--- config.mk ---
export PLATFORM = sky130hd
export DESIGN_NAME = bcd_vote_counter
export DESIGN_NICKNAME = d
export VERILOG_FILES = /design/src/rtl/bcd_pkg.sv /design/src/rtl/bcd_digit_step.sv /design/src/rtl/bcd_vote_counter.sv
export SDC_FILE = /design/constraint.sdc
export NUM_CORES = 1
export LEC_CHECK = 0
export BUFFER_PORTS_ARGS = -buffer_cell sky130_fd_sc_hd__buf_2
export CAP_MARGIN = 20
export CORE_ASPECT_RATIO = 1.75
export CORE_MARGIN = 1
export CORE_UTILIZATION = 45
export CTS_CLUSTER_DIAMETER = 30
export DETAILED_ROUTE_END_ITERATION = 8
export PLACE_DENSITY = 0.68
export SYNTH_ARGS = -nofsm -noshare
export SYNTH_HDL_FRONTEND = slang
export SYNTH_SLANG_ARGS = --single-unit
--- constraint.sdc ---
create_clock -name clockat -period 5.1 [get_ports clockat]
set_input_delay 0.51 -clock clockat [delete_from_list [all_inputs] [get_ports clockat]]
set_output_delay 0.51 -clock clockat [all_outputs]
set_load 0.005 [all_outputs]
--- src/rtl/bcd_pkg.sv ---
// Shared BCD digit type and digit constants for the vote counter.
package bcd_pkg;
    typedef logic [3:0] bcd_digit_t;

    localparam bcd_digit_t BCD_MAX_DIGIT = 4'd9;
    localparam bcd_digit_t BCD_ZERO      = 4'd0;
endpackage

--- src/rtl/bcd_digit_step.sv ---
// One BCD digit of the ripple incrementer/decrementer; purely combinational.
module bcd_digit_step
    import bcd_pkg::*;
(
    input  bcd_digit_t digit,
    input  logic       up,
    input  logic       down,
    input  logic       cin,
    output bcd_digit_t next_digit,
    output logic       cout
);

    always_comb begin
        next_digit = digit;
        cout       = 1'b0;
        if (cin && up && !down) begin
            if (digit >= BCD_MAX_DIGIT) begin
                next_digit = BCD_ZERO;
                cout       = 1'b1;
            end else begin
                next_digit = digit + 4'd1;
            end
        end else if (cin && down && !up) begin
            if (digit == BCD_ZERO) begin
                next_digit = BCD_MAX_DIGIT;
                cout       = 1'b1;
            end else begin
                next_digit = digit - 4'd1;
            end
        end
    end

endmodule

--- src/rtl/bcd_vote_counter.sv ---
// Packed-BCD up/down vote counter with button edge detection, load validation
// and wrap-or-saturate behaviour at the range limits.
module bcd_vote_counter
    import bcd_pkg::*;
#(
    parameter int                   DIGITS  = 3,
    parameter int                   WRAP    = 1,
    parameter logic [4*DIGITS-1:0]  MAX_BCD = {DIGITS{4'h9}}
) (
    input  logic                  clockat,
    input  logic                  reset,
    input  logic                  inc,
    input  logic                  dec,
    input  logic                  clear,
    input  logic                  load,
    input  logic [4*DIGITS-1:0]   load_value,
    output logic [4*DIGITS-1:0]   count,
    output logic                  carry,
    output logic                  borrow,
    output logic                  full,
    output logic                  load_err
);

    logic [4*DIGITS-1:0] r_count;
    logic                r_inc_q;
    logic                r_dec_q;
    logic                r_carry;
    logic                r_borrow;
    logic                r_load_err;

    logic                w_inc_evt;
    logic                w_dec_evt;
    logic                w_up;
    logic                w_down;
    logic                w_at_max;
    logic                w_at_zero;
    logic                w_load_ok;
    logic [4*DIGITS-1:0] w_stepped;
    logic [DIGITS:0]     w_ripple;
    logic [4*DIGITS-1:0] w_count_nxt;
    logic                w_carry_nxt;
    logic                w_borrow_nxt;
    logic                w_load_err_nxt;

    assign w_inc_evt = inc & ~r_inc_q;
    assign w_dec_evt = dec & ~r_dec_q;
    // Simultaneous up and down edges cancel out entirely.
    assign w_up      = w_inc_evt & ~w_dec_evt;
    assign w_down    = w_dec_evt & ~w_inc_evt;
    assign w_at_max  = (r_count == MAX_BCD);
    assign w_at_zero = (r_count == '0);

    assign w_ripple[0] = w_up | w_down;

    for (genvar g = 0; g < DIGITS; g++) begin : g_digit
        bcd_digit_step u_step (
            .digit      (r_count[4*g +: 4]),
            .up         (w_up),
            .down       (w_down),
            .cin        (w_ripple[g]),
            .next_digit (w_stepped[4*g +: 4]),
            .cout       (w_ripple[g+1])
        );
    end

    always_comb begin
        w_load_ok = (load_value <= MAX_BCD);
        for (int i = 0; i < DIGITS; i++) begin
            if (load_value[4*i +: 4] > BCD_MAX_DIGIT) begin
                w_load_ok = 1'b0;
            end
        end
    end

    always_comb begin
        w_count_nxt    = r_count;
        w_carry_nxt    = 1'b0;
        w_borrow_nxt   = 1'b0;
        w_load_err_nxt = 1'b0;
        if (clear) begin
            w_count_nxt = '0;
        end else if (load) begin
            if (w_load_ok) begin
                w_count_nxt = load_value;
            end else begin
                w_load_err_nxt = 1'b1;
            end
        end else if (w_up) begin
            // Full scale may be below all-9s, so compare against MAX_BCD too.
            if (w_at_max || w_ripple[DIGITS]) begin
                w_carry_nxt = 1'b1;
                w_count_nxt = (WRAP != 0) ? '0 : r_count;
            end else begin
                w_count_nxt = w_stepped;
            end
        end else if (w_down) begin
            if (w_at_zero || w_ripple[DIGITS]) begin
                w_borrow_nxt = 1'b1;
                w_count_nxt  = (WRAP != 0) ? MAX_BCD : r_count;
            end else begin
                w_count_nxt = w_stepped;
            end
        end
    end

    always_ff @(posedge clockat) begin
        if (reset) begin
            r_count    <= '0;
            r_inc_q    <= 1'b0;
            r_dec_q    <= 1'b0;
            r_carry    <= 1'b0;
            r_borrow   <= 1'b0;
            r_load_err <= 1'b0;
        end else begin
            r_count    <= w_count_nxt;
            r_inc_q    <= inc;
            r_dec_q    <= dec;
            r_carry    <= w_carry_nxt;
            r_borrow   <= w_borrow_nxt;
            r_load_err <= w_load_err_nxt;
        end
    end

    assign count    = r_count;
    assign carry    = r_carry;
    assign borrow   = r_borrow;
    assign load_err = r_load_err;
    assign full     = w_at_max;

endmodule

==> summary.txt <==
Yosys
  – Synthesized instance count: 194
  – Synth cell count leaders: dfxtp_1, nor2_1, nand2_1, o21ai_0, a21oi_1
  – Netlist Area Pre-Place: between 1000 and 1500 um^2
  – Number of flops mapped to enable cells by yosys: 0
  – Per-instance average area after synthesis: between 7 and 8 um^2
  – Most frequently used flop master after synthesis: dfxtp_1
  – Nets in the synthesized netlist: 221
  – FF+latch count, synth: 17
  – Async SR Flop Fraction: 0
  – Yosys warnings: 0
  – Cell type with the largest total area after synthesis: dfxtp_1
  – Post-synth cell types: 57
  – Ranking of synthesized cells by area: dfxtp_1, ha_1, o21ai_0
  – Share of the yosys chip area belonging to registers: 0.228
  – Area share of the largest cell type after synthesis: 0.228

Route
  – Total via count in the routed design: 1676
  – Iteration-0 DRC Markers: 87
  – Metal1 wirelength: 1710 um
  – DRC violation count after routing: 0
  – Uppermost metal layer occupied by signal nets: met4
  – Met3 Routed Length: 326 um
  – Detailed route wirelength on metal2: 2280 um
  – Routed Antenna Nets: 0
  – DRT Pass-1 Iters: 5
  – Detail-routed net length per standard cell: about 17 um
  – Total length of routed wires: 4550 um
  – Vias per inst: 6.28

Critical path
  – Top fanout value on the critical path: 13
  – Worst path required time: 5.28 ns
  – Class of the most critical setup path: reg -> reg
  – WP data arrival: about 2.5 ns
  – Crit start category: flip-flop
  – Worst setup EP type: flip-flop

Layout
  – Final core utilization: 0.535
  – Number of non-filler instances in the completed layout: 267
  – Antenna Cells: 0
  – Total area of sequential cells: 340 um^2
  – Area Overhead vs Synth: 12.5%
  – Layout cell share with drive strength beyond 1: 0.214
  – Number of fill cells: 346
  – Number of nets in the final layout: 252
  – Multi-input combinational cell area: 1030 um^2

Floorplan
  – Die ar.: 3560 um^2
  – Core area: 3140 um^2
  – Height of the die: 78.2 um
  – Horizontal extent of the die: about 46 um
  – Top Ports: 34
  – Initial standard-cell utilization of the core: 0.476
  – # rows: 27

CTS
  – PostCTS Resize Cnt: 0
  – Number of buffers inserted during clock tree synthesis: 3
  – Setup Fix Bufs, Post-CTS: 0
  – Number of buffers inserted by hold repair at cts: 0
  – Root Buffer Master: clkbuf_8
  – CTS tree: built
  – Number of H-tree branching levels: 1
  – Clock latency at the later pin of the worst-skew pair: 0.26 ns
  – Number of sinks on the clock net: 17
  – Deepest clock path buffer count: 2
  – Clock transition at the registers of the reported paths: about 0.080 ns

Power and ir drop
  – Sequential fraction of design power: 0.398
  – Worst vdd ir: 0.135 mV
  – Power per standard cell area: 223 nW/um^2
  – Leakage power: 0.690 nW
  – Logic pwr share: 0.311
  – Cell internal pwr: 238 uW
  – Switching pwr: 137 uW
  – Clock network fraction of design power: 0.291
  – Switching part of the total: 0.365

Timing
  – Max-slew violation total from the final report: 0
  – Maximum achievable frequency: 0.429 GHz
  – Ratio of final minimum period to clock period: 0.457
  – Setup TNS after final layout: 0 ns
  – Final hold violation count: 0
  – Max Clock Skew: between 0.007 and 0.008 ns
  – Final setup vio count: 0
  – RSZ-0062 raised after global routing: no
  – Max transition margin: 0.619
  – Post-layout min period: 2.33 ns
  – Worst-Margin Slew: 0.570 ns

Global route
  – Number of antenna violations at the first check in global routing: 0
  – Wire length of the first global-routing pass: roughly 7200 um
  – Number of global-route vias before repair: 1550
  – Residual overflow from global routing: 0
  – Total global-route track usage: 0.267
  – Largest net degree at the start of global routing: 21

Place
  – Input/output buffers: 33
  – Routability congestion estimate: roughly 0.94
  – DP HPWL: approximately 3400 um
  – Placed Cells incl. Taps: 263

Run status
  – Run status: completed

Min path
  – Worst min-delay path class: in -> reg

Job
  – Max-cap check violation count: 0
[final timing paths]
path,startpoint,to,slack (ns),cells past startpoint
min reg2reg,count[11]$_SDFFE_PP0P_,count[11]$_SDFFE_PP0P_,0.58,2
max reg2reg,count[0]$_SDFFE_PP0P_,count[11]$_SDFFE_PP0P_,2.77,8
max,count[0]$_SDFFE_PP0P_,count[11]$_SDFFE_PP0P_,2.77,8
min,reset,r_inc_q$_SDFF_PP0_,0.44,2
[critical path: stages (launching register included)]
cell and delay, ns:
dfxtp_1 0.49, inv_1 0.09, ha_1 0.26, or2b_1 0.19, o2111a_1 0.47, nand2_2 0.22, nor3_1 0.22, a311oi_1 0.08
o31ai_1 0.22
[power by group through the flow]
| stage | sequential (mW) | clock (mW) | combinational [mW] |
|---|---|---|---|
| finish | 0.149 | 0.109 | 0.117 |
| CTS | 0.149 | 0.108 | 0.115 |
| global route | 0.150 | 0.117 | 0.128 |
| detailed placement | 0.152 | 0 | 0.114 |
| floorplan | 0.149 | 0 | 0.0862 |
| global placement | 0.152 | 0 | 0.115 |
[placed cells by master (no fill, tap or decap), types with 3 or more instances in the layout]
master	instances
nand3_1	11
buf_2	33
o211ai_1	4
nor3_1	7
nor2b_1	5
nand4_1	3
o21ai_0	14
inv_1	9
nand2_1	14
nand3b_1	3
nor4_1	4
ha_1	9
nand2b_1	4
dfxtp_1	17
clkbuf_8	3
a31oi_1	7
a21oi_1	13
nor2_1	17
a211oi_1	3
[per-layer routing]
layer / global-route usage / vias up
met5: 0 / -
met4: 0.173 / 0
met3: 0.0391 / 25
met2: 0.431 / 91
met1: 0.309 / 767
li1: - / 793
[per-stage QoR]
| step | power (mW) | setup slack, ns | instance area [um^2] | hold slack [ns] |
|---|---|---|---|---|
| 2_1_floorplan | 0.235 | 3.06 | 1490 | 0.529 |
| 3_3_place_gp | 0.266 | 2.85 | 1630 | 0.562 |
| 3_5_place_dp | 0.266 | 2.80 | 1630 | 0.568 |
| 4_1_cts | 0.372 | 2.80 | 1680 | 0.445 |
| 5_1_grt | 0.395 | 2.58 | 1680 | 0.443 |
| 6_report | 0.375 | 2.77 | 1680 | 0.440 |
[registers in the layout, indices dropped and copies added, names as in the netlist]
signal    cells
borrow        1
count        12
load_err      1
r_dec_q       1
carry         1
r_inc_q       1
[cell type report]
cell class,instances,area share
Clock buffer,3,0.0246
Timing Repair Buffer,34,0.103
Inverter,9,0.0201
Multi-Input combinational cell,160,0.615
Sequential cell,17,0.203
Clock inverter,1,0.00298
Tap cell,43,0.0320
[cells by family after synthesis]
family	Yosys count	share of synthesized area
mux	1	0.00670
xor+xnor	3	0.0176
flops	17	0.228
simple gates	83	0.305
compound gates	64	0.287
buf+inv	17	0.0804
fa+ha+maj	9	0.0754
No activity file was read; power rests on OpenSTA's default activity.
